**config.mk**
```make
export PLATFORM = sky130hd
export DESIGN_NAME = memory_port_arbiter
export DESIGN_NICKNAME = d
export VERILOG_FILES = /design/src/rtl/memory_port_arbiter.sv
export SDC_FILE = /design/constraint.sdc
export NUM_CORES = 1
export LEC_CHECK = 0
export CAP_MARGIN = 20
export CORE_UTILIZATION = 42
export DETAILED_ROUTE_END_ITERATION = 16
export PLACE_DENSITY = 0.92
export SYNTH_ARGS = -nofsm -noshare
export SYNTH_HDL_FRONTEND = slang
export SYNTH_SLANG_ARGS = --single-unit
```
**constraint.sdc**
```tcl
create_clock -name clk -period 2.59 [get_ports clk]
set_clock_uncertainty 0.05 [all_clocks]
set_input_delay 0.259 -clock clk [delete_from_list [all_inputs] [get_ports clk]]
set_output_delay 0.259 -clock clk [all_outputs]
set_load 0.05 [all_outputs]
```
**src/rtl/memory_port_arbiter.sv**
```systemverilog
// Shares one single-port memory between the fetch and load/store requesters.
// Data wins ties unless fetch has been passed over STARVE_LIMIT times; a watchdog aborts hung accesses.
module memory_port_arbiter #(
   parameter int BIT_COUNT    = 32,
   parameter int ADDR_WIDTH   = 32,
   parameter int STARVE_LIMIT = 4,
   parameter int TIMEOUT      = 64
) (
   input  logic                    clk,
   input  logic                    reset,
   // fetch port
   input  logic                    i_req,
   input  logic [ADDR_WIDTH-1:0]   i_addr,
   output logic                    i_gnt,
   output logic                    i_rvalid,
   output logic [BIT_COUNT-1:0]    i_rdata,
   output logic                    i_err,
   // load/store port
   input  logic                    d_req,
   input  logic                    d_we,
   input  logic [ADDR_WIDTH-1:0]   d_addr,
   input  logic [BIT_COUNT-1:0]    d_wdata,
   input  logic [BIT_COUNT/8-1:0]  d_wmask,
   output logic                    d_gnt,
   output logic                    d_rvalid,
   output logic [BIT_COUNT-1:0]    d_rdata,
   output logic                    d_err,
   // shared memory port
   output logic                    mem_req,
   output logic                    mem_we,
   output logic [ADDR_WIDTH-1:0]   mem_addr,
   output logic [BIT_COUNT-1:0]    mem_wdata,
   output logic [BIT_COUNT/8-1:0]  mem_wmask,
   input  logic                    mem_ack,
   input  logic [BIT_COUNT-1:0]    mem_rdata,
   // current arbiter state (IDLE=0, BUSY=1, RESP=2)
   output logic [1:0]              dbg_state
);

   // Handshake: a requester holds req and its fields until gnt pulses for one
   // cycle (only ever in IDLE); exactly one rvalid pulse per grant follows,
   // carrying rdata/err, unless reset intervenes.

   localparam int                WD_W       = (TIMEOUT > 1) ? $clog2(TIMEOUT) : 1;
   localparam logic [WD_W-1:0]   WD_LAST    = WD_W'((TIMEOUT > 0) ? TIMEOUT - 1 : 0);
   localparam logic [7:0]        STARVE_MAX = 8'(STARVE_LIMIT);

   typedef enum logic [1:0] {
      ST_IDLE = 2'd0,
      ST_BUSY = 2'd1,
      ST_RESP = 2'd2
   } state_t;

   state_t            state;
   state_t            state_next;
   logic              owner;       // 0 = fetch, 1 = data
   logic [7:0]        starve_cnt;
   logic [WD_W-1:0]   wd_cnt;
   logic              pick_data;
   logic              pick_fetch;
   logic              acc_done;
   logic              acc_timeout;

   assign pick_data  = d_req && (!i_req || (starve_cnt != STARVE_MAX));
   assign pick_fetch = i_req && !pick_data;
   assign dbg_state  = state;

   always_ff @(posedge clk or negedge reset) begin
      if (!reset) begin
         state <= ST_IDLE;
      end else begin
         state <= state_next;
      end
   end

   always_comb begin
      state_next  = state;
      i_gnt       = 1'b0;
      d_gnt       = 1'b0;
      acc_done    = 1'b0;
      acc_timeout = 1'b0;
      case (state)
         ST_IDLE: begin
            // gnt is gated by reset so every output reads 0 while reset is held
            i_gnt = reset && pick_fetch;
            d_gnt = reset && pick_data;
            if (pick_fetch || pick_data) begin
               state_next = ST_BUSY;
            end
         end
         ST_BUSY: begin
            if (mem_ack) begin
               acc_done   = 1'b1;
               state_next = ST_RESP;
            end else if ((TIMEOUT != 0) && (wd_cnt == WD_LAST)) begin
               acc_timeout = 1'b1;
               state_next  = ST_RESP;
            end
         end
         ST_RESP: begin
            state_next = ST_IDLE;
         end
         default: begin
            state_next = ST_IDLE;
         end
      endcase
   end

   always_ff @(posedge clk or negedge reset) begin
      if (!reset) begin
         owner      <= 1'b0;
         starve_cnt <= 8'd0;
         wd_cnt     <= '0;
         mem_req    <= 1'b0;
         mem_we     <= 1'b0;
         mem_addr   <= '0;
         mem_wdata  <= '0;
         mem_wmask  <= '0;
         i_rvalid   <= 1'b0;
         i_rdata    <= '0;
         i_err      <= 1'b0;
         d_rvalid   <= 1'b0;
         d_rdata    <= '0;
         d_err      <= 1'b0;
      end else begin
         i_rvalid <= 1'b0;
         d_rvalid <= 1'b0;

         if (i_gnt || d_gnt) begin
            owner     <= d_gnt;
            mem_req   <= 1'b1;
            mem_we    <= d_gnt && d_we;
            mem_addr  <= d_gnt ? d_addr  : i_addr;
            mem_wdata <= d_gnt ? d_wdata : '0;
            mem_wmask <= d_gnt ? d_wmask : '0;
            wd_cnt    <= '0;
            // only data grants that overtake a waiting fetch count towards starvation
            starve_cnt <= (d_gnt && i_req) ? starve_cnt + 8'd1 : 8'd0;
         end

         if (state == ST_BUSY) begin
            if (acc_done || acc_timeout) begin
               mem_req <= 1'b0;
               if (owner) begin
                  d_rvalid <= 1'b1;
                  d_rdata  <= (acc_timeout || mem_we) ? '0 : mem_rdata;
                  d_err    <= acc_timeout;
               end else begin
                  i_rvalid <= 1'b1;
                  i_rdata  <= acc_timeout ? '0 : mem_rdata;
                  i_err    <= acc_timeout;
               end
            end else begin
               wd_cnt <= wd_cnt + 1'b1;
            end
         end
      end
   end

endmodule

```
==> qor.csv <==
stage,metric,value,unit
status,outcome,completed,
yosys,yosysWarnings,0,
die,core-area,14100,sq um
detailed_routing,wl_per_cell,18.93,um
grt,grt_start_max_net_pins,81,
yosys,postSynthCellCount,483,
yosys,synth.top_cell.area_share,63.01,%
detailed_routing,ant_nets,0,
die,initial_core_util,43.67,%
yosys,ys_ff_latch,155,
yosys,synth_edf_count,0,
sta,min_period,2491,ps
sta,rsz0062_at_grt,false,
grt,grt.overflow.total,0,
die,die_w,123.1,um
setup_path,crit_chain,"nor4b_1, a211o_1, clkinv_4, buf_12, buf_12",
detailed_routing,vias,5357,
yosys,synth_top_area_cell,dfrtp_1,
final_layout,fin_cells,956,
detailed_routing,route.met3.wl,1309,um
sta,finalMaxSlewViolations,0,
grt,grtUsageTotal,24.32,%
grt,antenna_found_initial,0,
clocking,cts_tree,yes,
placed_design,dp.cells,915,
setup_path,cp-start-kind,register,
yosys,syn-cell-area,6156,sq um
setup_path,required,2280,ps
yosys,synth.distinct_cells,44,
final_layout,diodes,0,
die,die_h,123.1,um
setup_path,criticalPathCategory,register to output port,
yosys,syn_nets,624,
detailed_routing,wl_met2,9317,um
die,dieArea,15150,sq um
detailed_routing,first_iter_violations,221,
die,design.portCount,280,
placed_design,portBuffers,279,
placed_design,place_hpwl,12570,um
clocking,clock_latency,410,ps
job,cap_violations,0,
detailed_routing,dr.pass1.iters,4,
yosys,seq_area_frac_synth,63.01,%
yosys,synth_ff_type,dfrtp_1,
power,power,14.85,mW
min_path,min_path_type,primary input to asynchronous set/reset pin,
setup_path,crit_path_frequent_cell,buf_12,
yosys,syn_avg_cell_area,12.75,sq um
grt,grt_first_pass_wirelength,28190,um
detailed_routing,drc_errors,0,
sta,tightest_slew,1045,ps
detailed_routing,wl,18090,um
detailed_routing,wl_met1,6916,um
clocking,numClockSinks,155,
final_layout,syn_to_final_growth,59.29,%
power,p_per_area,1515,nW/um^2
setup_path,crit_fanout,37,
sta,relSlewSlack,30.30,%
die,rows,43,
detailed_routing,top_layer,met4,
yosys,async_flop_share,100.0,%
placed_design,place_congestion,0.7976,
sta,tns,0,ps
power,ir_worst_vdd,850.3,uV
clocking,clockBufferDepth,2,
sta,hold_viol_final,0,
final_layout,drive_gt1_share,11.21,%
setup_path,cp-end-kind,output port,
sta,fin_hold_ws,13.12,ps
setup_path,critPathSlowestCell,nor4b_1,
sta,max_freq,0.4015,GHz
placed_design,dpl_cell_area,9086,sq um
detailed_routing,vias_per_cell,5.604,
power,leakage,4.150,nW
clocking,cts_root_buf,clkbuf_16,
sta,finalSetupViolCount,0,
final_layout,nets,904,
grt,grt_pass1_vias,5540,
clocking,numCtsBuffers,17,
yosys,synth.area.top_cells,"dfrtp_1, a22o_1, nor3_2",
setup_path,worstPathArrival,2180,ps
setup_path,max_stage_delay,540,ps
clocking,cts_htree_levels,4,
clocking,path_clk_slew,60,ps
sta,period_share,96.17,%
final_layout,stdcell_area,9806,sq um
[cells in the mapped netlist (all sizes together), types with 2 or more instances]
master and n:
dfrtp 155, a22o 101, nor2 40, o22ai 34
nor3 33, buf 27, nand2 13, clkbuf 11
nand3 10, inv 9, a31oi 6, a21oi 5
o21ai 4, and3 3, ha 3, a31o 2
a41oi 2, nand2b 2, o2bb2ai 2, or2 2
or3b 2
[cells in the final DEF, fill, tap and decap left out, types with 2 or more instances in the layout]
master           count
clkdlybuf4s50_1    276
dfrtp_1            155
a22o_1             101
nor2_1              38
o22ai_1             34
nor3_2              29
clkbuf_16           17
buf_4               17
nand2_1             13
nand3_1             10
inv_1                8
a31oi_1              6
a21oi_1              5
clkbuf_1             5
o21ai_0              4
nor3_1               4
bufinv_16            4
and3_1               3
ha_1                 3
clkinvlp_4           3
buf_12               3
or3b_1               2
nor2_2               2
a31o_2               2
clkinv_4             2
a41oi_1              2
nand2b_1             2
o2bb2ai_1            2
[metal layers]
metal  track usage (%)  vias to the layer above
met1             28.06                     2688
met3             6.688                       41
met4             10.77                        0
met5                 0                        -
li1                  -                     2380
met2             42.17                      248
[registers in the layout, indices dropped and copies added, names as in the netlist]
register,count
wd_cnt,6
d_rdata,32
dbg_state,2
i_rvalid,1
mem_wmask,4
d_err,1
i_rdata,32
mem_addr,32
mem_we,1
mem_req,1
i_err,1
d_rvalid,1
owner,1
mem_wdata,32
starve_cnt,8
[logic make-up after synthesis]
kind of cell,share of synthesized area [%]
and+or+nand+nor,11.18
buffers and inverters,4.065
AOI/OAI and AO/OA,20.79
muxes,0.3455
adders and majority gates,0.6098
DFF,63.01
[repair_timing]
item | 4_1_cts | 5_1_grt
gates resized for setup | 3 | 2
buffers inserted | 0 | 7
cloned | 0 | 0
endpoints found under the setup margin | 1 | 1
hold buffers | 1 | 0
endpoints found under the hold margin | 5 | 0
pin swaps | 0 | 2
[through the flow]
step                worst slack [ps]  utilization (%)
floorplan                      474.6                -
global placement               365.7            64.46
detailed placement             144.2            64.46
CTS                            14.98            68.98
global route                   13.47            69.56
finish                         99.14            69.56
[final cells by class]
class | count | area (sq um)
Fill cell | 953 | 4290
Clock buffer | 22 | 444.2
Multi-Input combinational cell | 281 | 2054
Tap cell | 180 | 225.2
Sequential cell | 155 | 3879
Inverter | 9 | 38.79
Timing Repair Buffer | 299 | 2999
Clock inverter | 10 | 165.2
[report_power, final]
part | leakage, nW | internal, mW | switching, mW | total [mW]
combinational | 1.92 | 2.88 | 5.22 | 8.10
clock | 0.285 | 1.62 | 0.938 | 2.55
sequential | 1.95 | 3.50 | 0.698 | 4.20
total | 4.15 | 8.00 | 6.85 | 14.9
[critical path: cells and delay by family, from the launching register on]
| kind | cells | cell delay (ps) |
|---|---|---|
| AND/OR/NAND/NOR | 1 | 540 |
| flip-flops | 1 | 410 |
| AO/OA/AOI/OAI | 1 | 310 |
| buffers and inverters | 3 | 480 |
[final timing paths]
| kind | start | cells after the start | slack (ps) | endpoint |
|---|---|---|---|---|
| max | starve_cnt[7] | 5 | 100 | d_gnt |
| min | reset | 2 | 10 | i_rdata[3] |
| max reg2reg | starve_cnt[7] | 7 | 330 | mem_addr[3] |
| min reg2reg | i_err | 1 | 440 | i_err |
| max in group asynchronous | reset | 4 | 1310 | mem_wdata[0] |
| min in group clk | reset | 4 | 220 | owner |
(Power assumes the default switching activity.)
